File: config.mk
export PLATFORM = sky130hd
export DESIGN_NAME = display_share_scheduler_flat
export DESIGN_NICKNAME = d
export VERILOG_FILES = /design/src/rtl/display_share_scheduler_if.sv /design/src/rtl/display_share_scheduler.sv /design/src/flat_wrapper.sv
export SDC_FILE = /design/constraint.sdc
export NUM_CORES = 1
export LEC_CHECK = 0
export BUFFER_PORTS_ARGS = -buffer_cell sky130_fd_sc_hd__buf_2
export CAP_MARGIN = 40
export CORE_MARGIN = 2
export CORE_UTILIZATION = 38
export CTS_BUF_LIST = sky130_fd_sc_hd__clkbuf_4
export DETAILED_ROUTE_END_ITERATION = 16
export GPL_TIMING_DRIVEN = 0
export PLACE_DENSITY = 0.61
export RECOVER_POWER = 25
export SETUP_SLACK_MARGIN = 0.15
export SYNTH_ARGS = -nofsm -noshare
export SYNTH_HDL_FRONTEND = slang
export SYNTH_SLANG_ARGS = --single-unit
File: constraint.sdc
create_clock -name clk -period 2.5 [get_ports clk]
set_clock_uncertainty 0.1 [all_clocks]
set_input_delay 0 -clock clk [delete_from_list [all_inputs] [get_ports clk]]
set_output_delay 0 -clock clk [all_outputs]
set_load 0.005 [all_outputs]
File: src/rtl/display_share_scheduler_if.sv
// Display-share bus: requester inputs, converter handshake and display outputs.
// The scheduler takes the slave side; the requester/display environment
// takes the master side.
interface display_share_scheduler_if #(
    parameter int N    = 16,
    parameter int NREQ = 4
);
    logic [NREQ-1:0]   req;
    logic [NREQ*N-1:0] req_value;
    logic [NREQ-1:0]   req_fmt;
    logic              bcd_idle;
    logic              bcd_trigger;
    logic [N-1:0]      to_display;
    logic              display_format;
    logic [NREQ-1:0]   grant;
    logic              blank;

    modport master (
        output req, req_value, req_fmt, bcd_idle,
        input  bcd_trigger, to_display, display_format, grant, blank
    );

    modport slave (
        input  req, req_value, req_fmt, bcd_idle,
        output bcd_trigger, to_display, display_format, grant, blank
    );
endinterface

File: src/rtl/display_share_scheduler.sv
// Round-robin sharing of one seven-segment display path between NREQ
// requesters. Each grant is held for at least HOLD_CYCLES clocks, and
// decimal requests are sequenced through the external BCD converter
// before they are shown.
module display_share_scheduler #(
    parameter int N           = 16,
    parameter int NREQ        = 4,
    parameter int HOLD_CYCLES = 50_000_000
) (
    input  logic                      clk,
    input  logic                      reset,
    display_share_scheduler_if.slave  bus
);
    localparam int PW  = (NREQ > 1) ? $clog2(NREQ) : 1;
    localparam int HCW = $clog2(HOLD_CYCLES);
    localparam logic [HCW-1:0] HOLD_LOAD = HCW'(HOLD_CYCLES - 1);
    localparam logic [PW-1:0]  LAST_IDX  = PW'(NREQ - 1);

    typedef enum logic [1:0] {IDLE, CONVERT, SHOW} state_e;

    state_e          state_q, state_d;
    logic [NREQ-1:0] grant_q, grant_d;
    logic [PW-1:0]   rr_ptr_q, rr_ptr_d;
    logic [HCW-1:0]  hold_cnt_q, hold_cnt_d;
    logic [N-1:0]    val_q, val_d;
    logic            fmt_q, fmt_d;
    logic [N-1:0]    disp_q, disp_d;
    logic            dfmt_q, dfmt_d;
    logic            blank_q, blank_d;
    logic            trig_q, trig_d;

    logic [N-1:0]    vals [NREQ];
    logic            win_found;
    logic [PW-1:0]   win_idx;
    logic [PW-1:0]   scan_idx;
    logic            arb;

    // Unpack the flat requester value bus so the winner can be selected by index.
    for (genvar g = 0; g < NREQ; g++) begin : g_unpack
        assign vals[g] = bus.req_value[g*N +: N];
    end

    // Round-robin scan: first set req at or above rr_ptr, wrapping to 0.
    // Since rr_ptr sits just past the current owner, the owner is scanned last.
    always_comb begin
        win_found = 1'b0;
        win_idx   = '0;
        scan_idx  = '0;
        for (int off = 0; off < NREQ; off++) begin
            scan_idx = PW'((int'(rr_ptr_q) + off) % NREQ);
            if (!win_found && bus.req[scan_idx]) begin
                win_found = 1'b1;
                win_idx   = scan_idx;
            end
        end
    end

    // Next-state and datapath updates; arb marks an arbitration point that found a winner.
    always_comb begin
        state_d    = state_q;
        grant_d    = grant_q;
        rr_ptr_d   = rr_ptr_q;
        hold_cnt_d = hold_cnt_q;
        val_d      = val_q;
        fmt_d      = fmt_q;
        disp_d     = disp_q;
        dfmt_d     = dfmt_q;
        blank_d    = blank_q;
        trig_d     = 1'b0;
        arb        = 1'b0;

        case (state_q)
            IDLE: begin
                if (win_found) arb = 1'b1;
            end
            CONVERT: begin
                // trig_q high marks the trigger cycle; bcd_idle then still reflects
                // the previous conversion and is ignored.
                if (!trig_q && bus.bcd_idle) begin
                    state_d    = SHOW;
                    hold_cnt_d = HOLD_LOAD;
                    disp_d     = val_q;
                    dfmt_d     = fmt_q;
                    blank_d    = 1'b0;
                end
            end
            SHOW: begin
                if (hold_cnt_q != '0) begin
                    hold_cnt_d = hold_cnt_q - HCW'(1);
                end else if (win_found) begin
                    arb = 1'b1;
                end else begin
                    state_d = IDLE;
                    grant_d = '0;
                    blank_d = 1'b1;
                end
            end
            default: begin
                state_d = IDLE;
                grant_d = '0;
                blank_d = 1'b1;
            end
        endcase

        // Grant (or refresh) the winner: latch its value/format now so later
        // changes on req_value are ignored until the next arbitration point.
        if (arb) begin
            grant_d  = NREQ'(1) << win_idx;
            rr_ptr_d = (win_idx == LAST_IDX) ? '0 : win_idx + PW'(1);
            val_d    = vals[win_idx];
            fmt_d    = bus.req_fmt[win_idx];
            if (bus.req_fmt[win_idx]) begin
                state_d = CONVERT;
                trig_d  = 1'b1;
            end else begin
                state_d    = SHOW;
                hold_cnt_d = HOLD_LOAD;
                disp_d     = vals[win_idx];
                dfmt_d     = 1'b0;
                blank_d    = 1'b0;
            end
        end
    end

    // State register; reset abandons any conversion in flight.
    always_ff @(posedge clk or negedge reset) begin
        if (!reset) begin
            state_q    <= IDLE;
            grant_q    <= '0;
            rr_ptr_q   <= '0;
            hold_cnt_q <= '0;
            val_q      <= '0;
            fmt_q      <= 1'b0;
            disp_q     <= '0;
            dfmt_q     <= 1'b0;
            blank_q    <= 1'b1;
            trig_q     <= 1'b0;
        end else begin
            state_q    <= state_d;
            grant_q    <= grant_d;
            rr_ptr_q   <= rr_ptr_d;
            hold_cnt_q <= hold_cnt_d;
            val_q      <= val_d;
            fmt_q      <= fmt_d;
            disp_q     <= disp_d;
            dfmt_q     <= dfmt_d;
            blank_q    <= blank_d;
            trig_q     <= trig_d;
        end
    end

    assign bus.bcd_trigger    = trig_q;
    assign bus.to_display     = disp_q;
    assign bus.display_format = dfmt_q;
    assign bus.grant          = grant_q;
    assign bus.blank          = blank_q;
endmodule

File: src/flat_wrapper.sv
// flat-port wrapper written by rule: the top's interface ports become plain ports
module display_share_scheduler_flat 
#(
    parameter int N           = 16,
    parameter int NREQ        = 4,
    parameter int HOLD_CYCLES = 50_000_000
)
  (clk, reset, bus_req, bus_req_value, bus_req_fmt, bus_bcd_idle, bus_bcd_trigger, bus_to_display, bus_display_format, bus_grant, bus_blank);
  display_share_scheduler_if #(.N(N), .NREQ(NREQ)) bus_i ();
  input  logic clk;
  input  logic reset;
  input wire logic [$bits(bus_i.req)-1:0] bus_req;
  input wire logic [$bits(bus_i.req_value)-1:0] bus_req_value;
  input wire logic [$bits(bus_i.req_fmt)-1:0] bus_req_fmt;
  input wire logic [$bits(bus_i.bcd_idle)-1:0] bus_bcd_idle;
  output wire logic [$bits(bus_i.bcd_trigger)-1:0] bus_bcd_trigger;
  output wire logic [$bits(bus_i.to_display)-1:0] bus_to_display;
  output wire logic [$bits(bus_i.display_format)-1:0] bus_display_format;
  output wire logic [$bits(bus_i.grant)-1:0] bus_grant;
  output wire logic [$bits(bus_i.blank)-1:0] bus_blank;
  assign bus_i.req = bus_req;
  assign bus_i.req_value = bus_req_value;
  assign bus_i.req_fmt = bus_req_fmt;
  assign bus_i.bcd_idle = bus_bcd_idle;
  assign bus_bcd_trigger = bus_i.bcd_trigger;
  assign bus_to_display = bus_i.to_display;
  assign bus_display_format = bus_i.display_format;
  assign bus_grant = bus_i.grant;
  assign bus_blank = bus_i.blank;
  display_share_scheduler #(.N(N), .NREQ(NREQ), .HOLD_CYCLES(HOLD_CYCLES)) u_core (.clk(clk), .reset(reset), .bus(bus_i));
endmodule
After elaboration in Yosys (flattened, before gate mapping)
Cells that the tools add are included.
- bits in registers: 70
- word-level logic and storage cells: 100
- bits of input ports: 75
- order comparisons: 6
- bitwise logic cells: 1
- equal/unequal tests: 8
- reductions and logical operators: 13
- mux-type cells: 56
- add/subtract/negate cells: 5
- shift-type cells: 1
- operators by type and width (cell ; number):
    26-bit two-way mux ; 4
    16-bit two-way mux ; 6
    26-bit case mux with 2 select lines ; 1
    16-bit binary-select mux with 2-bit select ; 1
    26-bit nonzero test ; 1
    26-bit by 1-bit subtractor with 26-bit output, second input constant ; 1
    1-bit two-way mux ; 22
    2-bit two-way mux ; 10
    2-bit by 3-bit < comparator with 1-bit output, second input constant ; 5
    4-bit two-way mux ; 3
    1-bit binary-select mux with 2-bit select ; 5
    4-bit case mux with 2 select lines ; 1
    2-bit case mux with 3 select lines ; 1
    2-bit by 1-bit adder with 2-bit output, second input constant ; 2
    2-bit adder, second input constant ; 2
    2-bit equality test, second input constant ; 2
    1-bit logical AND ; 4
    1-bit logical NOT ; 4
    2-bit by 1-bit != test with 1-bit output, second input constant ; 2
    4-bit AND reduction ; 1
    1-bit by 2-bit << shifter with 4-bit output, first input constant ; 1
    3-bit >= comparator, second input constant ; 1
    3-bit by 1-bit != test with 1-bit output, second input constant ; 1
    3-bit by 2-bit != test with 1-bit output, second input constant ; 1
    other kinds (8) ; 8

Depth between registers and ports, before layout
Gate-level depths: netlist of run 1.
- depth in word-level cells: 18
- mapped depth: 10

Worst setup path after synthesis of run 1
OpenSTA, ideal clock, no wires.
- path kind: register to register
- start point: register u_core.hold_cnt_q[0]
- end point: register u_core.hold_cnt_q[6]
- path buffers: 0
- clock period less this slack: 2.394 ns
- slack: 0.106 ns
- stages on the path, launching flop included: 8
- arrival time: 2.155 ns
- path through: dfrtp_1 > inv_1 > ha_1 > nor3b_1 > nand4_1 > o21a_1 > a32o_1 > or4_1
- word-level cells in the longest chain between the ends: 5
- elaborated cells between the ends (all ways): 8
- classes of those cells: add/sub (1); mux (6); reduce/logical (1)
- RTL lines (item ; line ; source):
    start, declared ; display_share_scheduler.sv:24 ; logic [HCW-1:0] hold_cnt_q, hold_cnt_d;
    start signal, assigned ; display_share_scheduler.sv:142 ; hold_cnt_q <= hold_cnt_d;
    26-bit by 1-bit subtractor with 26-bit output / 26-bit nonzero test (equally long branches) ; display_share_scheduler.sv:89, display_share_scheduler.sv:88 ;
    26-bit two-way mux ; display_share_scheduler.sv:88 ; if (hold_cnt_q != '0) begin
    26-bit case mux with 2 select lines ; display_share_scheduler.sv:72 ; case (state_q)
    26-bit two-way mux ; display_share_scheduler.sv:112 ; if (bus.req_fmt[win_idx]) begin
    26-bit two-way mux (*) ; display_share_scheduler.sv:107 ; if (arb) begin
    net u_core.hold_cnt_d[6] ; display_share_scheduler.sv:24 ;
Mark *: on every way through the listed nets, which the timed path passes. The rest lies on a longest branch.
A chain may end at the register's enable or synchronous reset.

Final worst setup path of run 1
- start point: register u_core.rr_ptr_q[1]
- end point: register u_core.disp_q[12], in the netlist u_core.bus.to_display[12]
- word-level cells in the longest chain between the ends: 18
- elaborated cells between the ends (all ways): 36
- classes of those cells: add/sub (3); mux (26); bitwise (1); reduce/logical (6)
- RTL lines (item ; line ; source):
    start, declared ; display_share_scheduler.sv:23 ; logic [PW-1:0] rr_ptr_q, rr_ptr_d;
    start signal, assigned ; display_share_scheduler.sv:141 ; rr_ptr_q <= rr_ptr_d;
    branches (longest 17 deep; another with 2-bit by 1-bit adder with 2-bit output) ; -- ;
    16-bit two-way mux (*) ; display_share_scheduler.sv:107 ;
    net u_core.disp_d[12] ; display_share_scheduler.sv:27 ; logic [N-1:0] disp_q, disp_d;
    end signal, assigned ; display_share_scheduler.sv:145 ; disp_q <= disp_d;
    end, declared ; display_share_scheduler.sv:27 ;
Mark *: on every way through the listed nets, which the timed path passes. The select of a mux whose other input is x is not followed.

==> key figures, run 1 <==
STA
  • Final worst setup slack: -0.00385 ns
  • Max Clk Rate: 0.399 GHz
  • Relative slew slack: 0.0457
  • Max Slew Vio Count: 0
  • Period utilisation layout: 1.00
  • Worst Max-Slew Pin Slew: roughly 1.4 ns
  • Period minus WS final: 2.50 ns
  • RSZ-0062 raised after global routing: yes
  • # setup viols final: 1
  • TNS Setup: -0.00385 ns
  • Final Hold Vio Count: 0

Cells and area
  • Layout cells sized above 1: 0.356
  • Syn-to-layout area delta: 47.5%
  • Net count reported at finish: 746
  • Final core utilization: 0.574
  • Multi-input gate area: 0.00271 sq mm
  • Most frequent cells in the layout: buf_2 (98), dlygate4sd3_1 (66), mux2i_1 (64), dfrtp_1 (61), nand2_1 (38)
  • ANT cells: 0
  • Sequential Area: 0.00176 sq mm
  • # fillers: 970
  • Most common cell after layout, fill and taps aside: buf_2

Detailed routing
  • Vias per inst: 5.53
  • DRC viols: 0
  • ANT nets after route: 0
  • Drt pass-1 iters: 6
  • 1st-iter DRT viols: a little under 200
  • Overall routed net length: 14.8 mm
  • DR WL/cell: about 18 um
  • Vias: 4472

Floorplanning
  • Die Ht: 112 um
  • Core area: 0.0114 sq mm
  • # IOs: 98
  • Die area: 0.0126 sq mm
  • Rows: 39
  • Starting Density: 0.389
  • Die Wd: around 110 um

Critical path
  • CP Capture Type: flop
  • Critical Path AT: 2.76 ns
  • Buffers & Inverters on Critical Path: 3
  • Family with the most delay on the worst path: simple AND/OR/NAND/NOR gates
  • CP max stage cell: or4_4
  • Slowest stage delay, CP: about 0.54 ns
  • Startpoint Class: flop
  • Worst-path fanout max: 7
  • Critical-path cell list: or4_4 -> buf_6 -> a21bo_1 -> a32oi_2 -> or2_1 -> buf_6 -> clkbuf_16 -> mux2i_1
  • WP data required: 2.75 ns
  • Most common cell on crit path: buf_6
  • WS Path Type: flop to flop

Logic synthesis
  • Syn Inst Count: 461
  • Synthesized cell area: 0.00444 sq mm
  • Mean post-synth cell area: 9.63 sq um
  • Warning count from the yosys run: 0
  • Share of Yosys cell area claimed by the top area cell type: 0.389
  • Post-synthesis cell type count: 59
  • EDFF count, synth: 0
  • Seq cells post-synth: 70
  • Syn nets: between 500 and 600
  • Leading post-synthesis cells by cell area: dfrtp_1 (39%), mux2i_1 (15%), mux2_2 (4.6%)
  • Area leader, netlist: dfrtp_1
  • Fraction of registers with async set/reset: 1.00
  • Top_reg_cell synth: dfrtp_1
  • Sequential share of the synthesized area: 0.395

Clock tree
  • Clk Latency, worst-skew pair: 0.43 ns
  • Number of CTS-inserted buffers: 9
  • CTS Sinks: 70
  • Max clock buf depth: 2
  • Clk pin slew, worst setup/hold paths: roughly 0.14 ns
  • H-tree Lvls: 3
  • Clock root cell: clkbuf_4
  • CTS tree: yes

Place
  • HPWL Detailed: 9.29 mm
  • Buffers on Ports: a little under 100
  • Gpl congestion: 0.918

GRT
  • Total gr overflow: 0
  • Vias in the first global route: 4762
  • Largest net degree at the start of global routing: 47
  • Initial antenna violation count: 0
  • Total track usage: 0.235
  • Global-route wire length before repair: 23.8 mm

Hold path
  • Hold crit path type: primary input to flop

Power
  • Pwr/cell area: 1190 mW/mm^2
  • Peak VDD IR: 0.598 mV
  • Leakage: 2.94 nW

Outcome
  • Failing checks: setup timing
  • Status: finished, violations left

Run
  • Max-cap violations: 0
## tightest hold or removal path, stage by stage
cell and delay (ns):
buf_2 0.10, mux2i_1 0.12, mux2_2 0.20, mux2i_1 0.07
## path summary, 6_finish.rpt
path	startpoint	end	slack [ns]	depth (start not counted)
min in group asynchronous	reset	u_core.rr_ptr_q[0]$_DFFE_PN0P_	0.86	4
max	u_core.rr_ptr_q[1]$_DFFE_PN0P_	u_core.bus.to_display[12]$_DFF_PN0_	-0.004	8
max reg2reg	u_core.rr_ptr_q[1]$_DFFE_PN0P_	u_core.bus.to_display[12]$_DFF_PN0_	-0.004	8
max in group asynchronous	reset	u_core.hold_cnt_q[7]$_DFF_PN0_	0.40	4
min reg2reg	u_core.val_q[6]$_DFFE_PN0P_	u_core.val_q[6]$_DFFE_PN0P_	0.39	2
min	bus_req_value[62]	u_core.bus.to_display[14]$_DFF_PN0_	0.01	4
## where the power goes
part	internal, mW	switching [mW]	total (mW)
logic	2.10	2.37	4.48
clock network	0.704	0.446	1.15
registers	1.68	0.485	2.16
total	4.49	3.30	7.79
## cells in the mapped netlist, types with 7 or more instances
library cell  number
o21ai_0           35
dfrtp_1           69
mux2_2            18
nor2_1            28
clkbuf_1          21
a21oi_1           23
mux2i_1           65
nand2_1           41
nand3_1           17
a211oi_1           7
inv_1             12
ha_1              10
a31oi_1            9
## metrics by stage
step	instance area (sq um)	hold slack (ns)	worst slack, ns	cells	total power, mW
after floorplan	4450	-0.396	0.214	461	4.60
after global placement	5110	0.231	-0.521	701	5.63
after detailed placement	5140	-0.152	-0.557	702	5.73
after CTS	6350	0.00273	0.0838	800	7.35
after global routing	6550	0.00381	-0.0567	808	8.32
final	6550	0.0132	-0.00385	808	7.79
## area by class of cell
| cell class | instances | share of cell area |
|---|---|---|
| buffer | 28 | 0.0371 |
| clock buffer | 9 | 0.0103 |
| clock inverter | 6 | 0.0243 |
| inverter | 12 | 0.00688 |
| multi-input combinational | 351 | 0.414 |
| sequential | 70 | 0.269 |
| tap | 143 | 0.0273 |
| timing repair buffer | 189 | 0.211 |
## logic make-up after synthesis
kind of cell / count (synthesis) / synth area share
muxes: 83 / 0.192
DFF: 70 / 0.395
buffers and inverters: 40 / 0.0425
adders and majority gates: 10 / 0.0282
and+or+nand+nor: 140 / 0.171
AOI/OAI and AO/OA: 118 / 0.171
## what timing repair did
item                                    in CTS  in global routing
endpoints found under the hold margin      104                  1
endpoints found under the setup margin      69                 69
hold buffers                                66                  1
pin swaps                                    9                 11
resized for setup                           54                 67
gates cloned                                 0                  2
buffers inserted                            17                  5
## metal layers
metal | wire length [um] | vias up | global-route usage | part of all wire
met5 | 0 | - | 0 | 0
met4 | 194 | 0 | 0.0626 | 0.013
met3 | 901 | 20 | 0.0616 | 0.061
met2 | 7280 | 147 | 0.401 | 0.49
met1 | 6430 | 2195 | 0.296 | 0.43
li1 | - | 2110 | - | -
## state kept, by name (all words and copies together) (netlist names)
| register | flops |
|---|---|
| u_core.bus.display_format | 1 |
| u_core.bus.grant | 4 |
| u_core.bus.to_display | 16 |
| u_core.rr_ptr_q | 2 |
| u_core.fmt_q | 1 |
| u_core.bus.blank | 1 |
| u_core.bus.bcd_trigger | 1 |
| u_core.val_q | 16 |
| u_core.hold_cnt_q | 26 |
| u_core.state_q | 2 |
(Power assumes the default switching activity.)
==> inputs of run 2 (changes only) <==
--- a/config.mk
+++ b/config.mk
@@ -7,6 +7,7 @@
 export LEC_CHECK = 0
 export BUFFER_PORTS_ARGS = -buffer_cell sky130_fd_sc_hd__buf_2
 export CAP_MARGIN = 40
+export CORE_ASPECT_RATIO = 1.1
 export CORE_MARGIN = 2
 export CORE_UTILIZATION = 38
 export CTS_BUF_LIST = sky130_fd_sc_hd__clkbuf_4
==> run 2 against run 1 <==
Worst setup slack gained 0.030 ns; die area is essentially flat; the run now ends clean; flip-flop and latch count is the same; cell count grew 2.0%; first-iteration DRC count shrank 8.2%; critical endpoint is now u_core.bus.to_display[7]$_DFF_PN0_; non-clock buffer count grew 7; count of clock-buffer cells in the layout is the same; utilization shrank 0.17 points; routed wire length shrank 1.1%; highest routed layer unchanged.
==> key figures, run 2 (synthesis results as in run 1) <==
Clock tree
  • Clock root cell: clkbuf_4
  • H-tree Lvls: 3 (unchanged)
  • Max clock buf depth: 2 (unchanged)
  • Number of CTS-inserted buffers: 9 (unchanged)
  • CTS Sinks: 70 (unchanged)
  • Clk Latency, worst-skew pair: 0.44 ns (about the same)
  • Clk pin slew, worst setup/hold paths: 0.13 ns (about the same)
  • CTS tree: yes

STA
  • # setup viols final: 0 (-1)
  • Relative slew slack: 0.199 (+0.154)
  • Max Clk Rate: 0.404 GHz (+1.2%)
  • Worst Max-Slew Pin Slew: 1.20 ns (-0.230 ns)
  • TNS Setup: 0 ns (+0.00385 ns)
  • Final worst setup slack: 0.0265 ns (+0.0303 ns)
  • RSZ-0062 raised after global routing: yes
  • Max Slew Vio Count: 0 (unchanged)
  • Period utilisation layout: 0.989 (-0.0121)
  • Period minus WS final: 2.47 ns (-0.0303 ns)
  • Final Hold Vio Count: 0 (unchanged)

Power
  • Power consumption: 7.63 mW (-2.1%)
  • Peak VDD IR: 0.517 mV (-13%)
  • Leakage: 2.94 nW (about the same)
  • Pwr/cell area: 1170 mW/mm^2 (-2.0%)

Cells and area
  • Max reg flops: 26 (unchanged)
  • Most frequent cells in the layout: buf_2 (99), dlygate4sd3_1 (67), mux2i_1 (65), dfrtp_1 (61), nand2_1 (39)
  • Syn-to-layout area delta: 47.3%
  • Post-route insts no fill: 824 (+2.0%)
  • Top reg by flops: u_core.hold_cnt_q
  • Layout cells sized above 1: 0.354 (-0.00275)
  • Most common cell after layout, fill and taps aside: buf_2
  • Net count reported at finish: 753 (+0.94%)

GRT
  • Initial antenna violation count: 0 (unchanged)
  • Largest net degree at the start of global routing: 44 (-6.4%)
  • Vias in the first global route: 4813 (+1.1%)
  • Total track usage: 0.235 (-0.000392)
  • Total gr overflow: 0 (unchanged)
  • Global-route wire length before repair: 23.6 mm (-0.90%)

Floorplanning
  • Core area: 0.0114 sq mm (+0.19%)
  • Die area: 0.0126 sq mm (about the same)
  • Rows: 41 (+5.1%)
  • # IOs: 98 (unchanged)
  • Starting Density: 0.388 (-0.000723)
  • Die Ht: 117 um (+4.7%)
  • Die Wd: 107 um (-4.5%)

Critical path
  • Worst Reg-to-Reg Cells: 10 (+2)
  • WP data required: 2.73 ns (-0.02 ns)
  • Critical Path AT: 2.70 ns (-0.06 ns)
  • Crit. Startpoint: u_core.hold_cnt_q[0]$_DFF_PN0_
  • CP Capture Type: flop
  • Startpoint Class: flop
  • Reg2reg end: u_core.bus.to_display[7]$_DFF_PN0_
  • R2R Path Start: u_core.hold_cnt_q[0]$_DFF_PN0_
  • Worst-path fanout max: 7 (unchanged)
  • WS Path Type: flop to flop
  • R2R setup slack: 0.03 ns (+0.03 ns)
  • Crit path capture: u_core.bus.to_display[7]$_DFF_PN0_

Detailed routing
  • Drt pass-1 iters: 4 (-2)
  • Vias per inst: 5.54 (about the same)
  • DR WL/cell: 17.8 um (-3.0%)
  • Overall routed net length: 14.6 mm (-1.1%)
  • 1st-iter DRT viols: 178 (-8.2%)
  • Vias: 4565 (+2.1%)
  • ANT nets after route: 0 (unchanged)
  • DRC viols: 0 (unchanged)

Hold path
  • Hold crit path type: primary input to flop

Place
  • Place WS: -0.480 ns (+0.0773 ns)
  • Gpl congestion: 0.966 (+5.2%)
  • HPWL Detailed: 8.95 mm (-3.7%)
  • Buffers on Ports: 97 (unchanged)
  • Post-placement cell count: 710 (+1.1%)

Run
  • Max-cap violations: 0 (unchanged)

Outcome
  • Status: complete, no violations
## run 2: changes by cell type in the layout (fill, tap and decap cells not counted), sizes merged
cell	change
clkbuf	+4
clkinvlp	+3
bufinv	-2
buf	+1
clkinv	-1
diode	+1
dlygate4sd3	+1
dlymetal6s4s	+1
inv	+1
## run 2: critical path: stages (launching register included)
cell	delay [ns]
dfrtp_2	0.44
inv_2	0.09
ha_4	0.13
nor3b_4	0.23
nand2_2	0.11
nor4_4	0.40
o21bai_1	0.16
or2_1	0.26
buf_6	0.16
clkbuf_16	0.16
mux2i_1	0.11
## run 2: per-stage QoR
step,hold WS (ns),util,cell area [sq um]
2_1_floorplan,-0.396,-,4450
3_3_place_gp,0.220,0.447,5120
3_5_place_dp,-0.147,0.451,5150
4_1_cts,0.0238,0.550,6290
5_1_grt,0.0684,0.572,6540
6_report,0.0417,0.572,6540
## run 2: worst min path at each step
stage	startpoint	to	slack (ns)	cells past startpoint
detailed placement	reset	u_core.hold_cnt_q[11]$_DFF_PN0_	-0.15	1
global route	bus_req_value[3]	u_core.bus.to_display[3]$_DFF_PN0_	0.07	4
global placement	bus_req[2]	u_core.bus.blank$_DFF_PN1_	0.22	4
floorplan	reset	u_core.bus.bcd_trigger$_DFF_PN0_	-0.40	0
CTS	bus_req_value[44]	u_core.bus.to_display[12]$_DFF_PN0_	0.02	4
finish	bus_req_value[44]	u_core.bus.to_display[12]$_DFF_PN0_	0.04	4
## run 2: final cells by class
| cell class | count | area (sq um) |
|---|---|---|
| well taps | 150 | 188 |
| flip-flops and latches | 70 | 1760 |
| diodes | 1 | 2.50 |
| repair buffers | 196 | 1430 |
| plain buffers | 28 | 223 |
| inverters | 12 | 47.5 |
| clock buffers | 9 | 67.6 |
| multi-input cells | 351 | 2700 |
| clock inverters | 7 | 121 |
| fillers | 978 | 4900 |
## run 2: repair_timing
item / 4_1_cts / 5_1_grt
hold buffers: 68 / 0
pin swaps: 9 / 12
setup buffers: 13 / 14
gates resized for setup: 51 / 53
gates cloned: 0 / 2
hold endpoints to repair: 105 / 0
setup endpoints to repair: 70 / 70
## run 2: report_power, final
| part | total [mW] | switching [mW] | internal, mW |
|---|---|---|---|
| Sequential | 2.15 | 0.477 | 1.68 |
| Clock | 0.960 | 0.452 | 0.508 |
| Combinational | 4.51 | 2.38 | 2.14 |
| Total | 7.63 | 3.31 | 4.32 |
## run 2: metal layers
layer,wire [um],vias to the layer above,track usage
met5,0,-,0
met4,336,0,0.0982
met3,927,32,0.0528
met2,7200,178,0.392
met1,6180,2224,0.289
li1,-,2131,-
==> inputs of run 3 (changes only) <==
--- a/config.mk
+++ b/config.mk
@@ -5,6 +5,7 @@
 export SDC_FILE = /design/constraint.sdc
 export NUM_CORES = 1
 export LEC_CHECK = 0
+export ABC_AREA = 1
 export BUFFER_PORTS_ARGS = -buffer_cell sky130_fd_sc_hd__buf_2
 export CAP_MARGIN = 40
 export CORE_ASPECT_RATIO = 1.1
@@ -13,7 +14,7 @@
 export CTS_BUF_LIST = sky130_fd_sc_hd__clkbuf_4
 export DETAILED_ROUTE_END_ITERATION = 16
 export GPL_TIMING_DRIVEN = 0
-export PLACE_DENSITY = 0.61
+export PLACE_DENSITY = 0.59
 export RECOVER_POWER = 25
 export SETUP_SLACK_MARGIN = 0.15
 export SYNTH_ARGS = -nofsm -noshare
==> run 3 against run 2 <==
Count of clock-buffer cells in the layout is 1 higher; first-iteration DRC count is 130% higher; critical path type unchanged; power is 40% higher; clock power is 28% lower; die area is 21% higher; synthesized cell count is 82% higher; sequential share of layout area is 3.0 points lower; largest power group unchanged.
==> key figures, run 3 <==
Outcome
  • Status: complete, no violations

Logic synthesis
  • Sequential share of the synthesized area: 0.325 (-0.0693)
  • Area leader, netlist: dfrtp_1
  • Mean post-synth cell area: 6.43 sq um (-33%)
  • Seq cells post-synth: 70 (unchanged)
  • Post-synth top cells: nand2_1 (246), inv_1 (138), nand3_1 (93)
  • Share of Yosys cell area claimed by the top area cell type: 0.321 (-0.0683)
  • Warning count from the yosys run: 0 (unchanged)
  • Top_reg_cell synth: dfrtp_1
  • Synthesized cell area: 0.00539 sq mm (+21%)
  • Syn nets: 923 (+69%)
  • Syn Inst Count: 838 (+82%)
  • Most frequent cell after synthesis: nand2_1
  • Leading post-synthesis cells by cell area: dfrtp_1 (32%), nand2_1 (17%), inv_1 (9.6%)
  • EDFF count, synth: 0 (unchanged)
  • Fraction of registers with async set/reset: 1.00 (unchanged)
  • Post-synthesis cell type count: 36 (-39%)

Critical path
  • WP data required: 2.74 ns (about the same)
  • Critical-path cell list: buf_6 -> nand2_2 -> nand2_4 -> nand2_2 -> nand2_2 -> nor2_4 -> nand3_4 -> buf_8 -> nand4_4 -> nand2_2 -> nand2_2 -> nand3_4 -> clkbuf_16 -> nand2_1 -> nand2_1
  • Buffers & Inverters on Critical Path: 3 (unchanged)
  • WS Path Type: flop to flop
  • Startpoint Class: flop
  • Family with the most delay on the worst path: simple AND/OR/NAND/NOR gates
  • Slowest stage delay, CP: 0.47 ns (+0.03 ns)
  • CP max stage cell: dfrtp_2
  • Critical Path AT: 2.51 ns (-0.19 ns)
  • Worst-path fanout max: 6 (-1)
  • CP Capture Type: flop
  • Most common cell on crit path: nand2_2
  • Worst Reg-to-Reg Cells: 15 (+5)
  • CP Depth: 15 (+5)

Clock tree
  • CTS tree: yes
  • Clk Latency, worst-skew pair: 0.43 ns (about the same)
  • Clk pin slew, worst setup/hold paths: 0.13 ns (about the same)
  • Clock root cell: clkbuf_4
  • H-tree Lvls: 3 (unchanged)
  • CTS Sinks: 70 (unchanged)
  • Number of CTS-inserted buffers: 9 (unchanged)
  • Max clock buf depth: 2 (unchanged)

Floorplanning
  • Core area: 0.0139 sq mm (+21%)
  • Starting Density: 0.389 (+0.000723)
  • Die area: 0.0151 sq mm (+21%)
  • Die Ht: 129 um (+9.8%)
  • # IOs: 98 (unchanged)
  • Die Wd: 118 um (+9.8%)
  • Rows: 45 (+9.8%)

Power
  • Peak VDD IR: 0.949 mV (+83%)
  • Leakage: 3.91 nW (+33%)
  • Pwr/cell area: 1460 mW/mm^2 (+25%)

STA
  • Max Slew Vio Count: 0 (unchanged)
  • Final worst setup slack: 0.233 ns (+0.207 ns)
  • # setup viols final: 0 (unchanged)
  • Period minus WS final: 2.27 ns (-0.207 ns)
  • Period utilisation layout: 0.907 (-0.0826)
  • Relative slew slack: 0.0886 (-0.111)
  • RSZ-0062 raised after global routing: yes
  • Worst Max-Slew Pin Slew: 1.37 ns (+0.166 ns)
  • TNS Setup: 0 ns (unchanged)
  • Max Clk Rate: 0.441 GHz (+9.1%)
  • Final Hold Vio Count: 0 (unchanged)

Cells and area
  • Most frequent cells in the layout: nand2_1 (232), inv_1 (136), buf_2 (97), nand3_1 (91), o21ai_0 (70)
  • Post-route insts no fill: 1231 (+49%)
  • Net count reported at finish: 1122 (+49%)
  • Max reg flops: 26 (unchanged)
  • Layout cells sized above 1: 0.216 (-0.138)
  • Top reg by flops: u_core.hold_cnt_q
  • Syn-to-layout area delta: 35.9%
  • Most common cell after layout, fill and taps aside: nand2_1

Detailed routing
  • 1st-iter DRT viols: 409 (+130%)
  • Vias: 6041 (+32%)
  • Vias per inst: 4.91 (-11%)
  • Met2 WL: 8.61 mm (+20%)
  • Top Metal Used: met4
  • DRC viols: 0 (unchanged)
  • Drt pass-1 iters: 5 (+1)
  • ANT nets after route: 0 (unchanged)
  • M1 WL: 7.72 mm (+25%)
  • Met3 WL: 723 um (-22%)
  • DR WL/cell: 14.1 um (-21%)
  • Overall routed net length: 17.3 mm (+18%)

Place
  • Post-placement cell count: 1124 (+58%)
  • Buffers on Ports: 97 (unchanged)
  • Place WS: 0.0829 ns (+0.563 ns)
  • Gpl congestion: 0.955 (-1.1%)
  • HPWL Detailed: 11.8 mm (+32%)

GRT
  • Total track usage: 0.226 (-0.00886)
  • Vias in the first global route: 5888 (+22%)
  • Total gr overflow: 0 (unchanged)
  • Global-route wire length before repair: 28.0 mm (+19%)
  • Largest net degree at the start of global routing: 54 (+23%)
  • Initial antenna violation count: 1 (+1)

Hold path
  • Hold crit path type: primary input to flop
  • Hold Path Depth: 5 (+1)

Run
  • Max-cap violations: 0 (unchanged)
run 3: where the power goes:
part           leakage (nW)  switching, mW  internal, mW
combinational          2.99           4.91          3.04
clock                0.0634          0.470         0.222
sequential            0.851          0.347          1.68
run 3: worst register-to-register path, stage by stage (launching register included):
cell       delay, ns
dfrtp_2         0.47
buf_6           0.15
nand2_2         0.08
nand2_4         0.07
nand2_2         0.08
nand2_2         0.06
nor2_4          0.17
nand3_4         0.16
buf_8           0.18
nand4_4         0.06
nand2_2         0.05
nand2_2         0.08
nand3_4         0.17
clkbuf_16       0.21
nand2_1         0.05
nand2_1         0.05
run 3: what timing repair did:
action,CTS,global route
hold buffers,69,0
hold endpoints to repair,103,0
endpoints found under the setup margin,50,68
resized for setup,6,77
pin swaps,1,16
setup buffers,2,13
gates cloned,0,6
run 3: stage by stage:
stage / power, mW / utilization / instance area, sq um / hold WS, ns
after global placement: 8.83 / 0.441 / 6110 / 0.325
final: 10.7 / 0.528 / 7320 / 0.0306
after CTS: 9.69 / 0.504 / 6980 / 0.00558
after detailed placement: 8.88 / 0.443 / 6140 / -0.198
after floorplan: 7.05 / - / 5390 / -0.396
after global routing: 11.8 / 0.528 / 7320 / 0.0200
run 3: final cells by class:
type,count,area (sq um)
clock buffer,10,75.1
fill,1392,6530
tap,188,235
buffer,39,308
timing repair buffer,186,1360
multi-input combinational,580,2960
inverter,151,579
antenna,1,2.50
sequential,70,1760
clock inverter,6,46.3
run 3: path summary, 6_finish.rpt:
kind,start,slack (ns),endpoint
worst max-delay path,u_core.rr_ptr_q[0]$_DFFE_PN0P_,0.23,u_core.bus.to_display[8]$_DFF_PN0_
worst min-delay path,bus_req_fmt[1],0.03,u_core.bus.bcd_trigger$_DFF_PN0_
worst max register to register,u_core.rr_ptr_q[0]$_DFFE_PN0P_,0.23,u_core.bus.to_display[8]$_DFF_PN0_
worst min register to register,u_core.fmt_q$_DFFE_PN0P_,0.40,u_core.fmt_q$_DFFE_PN0P_
max in group asynchronous,reset,0.39,u_core.rr_ptr_q[1]$_DFFE_PN0P_
min in group asynchronous,reset,1.00,u_core.hold_cnt_q[4]$_DFF_PN0_
run 3: layer usage:
layer,vias to the layer above,global-route usage
met5,-,0
met3,19,0.0332
met1,2770,0.280
li1,3087,-
met4,0,0.0787
met2,165,0.404
run 3: cells by family (layout without fill, tap and decap cells):
kind of cell               Yosys count  count (layout)  synth area share
xor gates and xnor gates             4               4           0.00650
AOI/OAI and AO/OA                  105             105             0.105
DFF                                 70              70             0.325
muxes                                1               1           0.00209
adders and majority gates           10              10            0.0232
and+or+nand+nor                    458             460             0.386
buffers and inverters              190             392             0.151
other                                0               1                 0
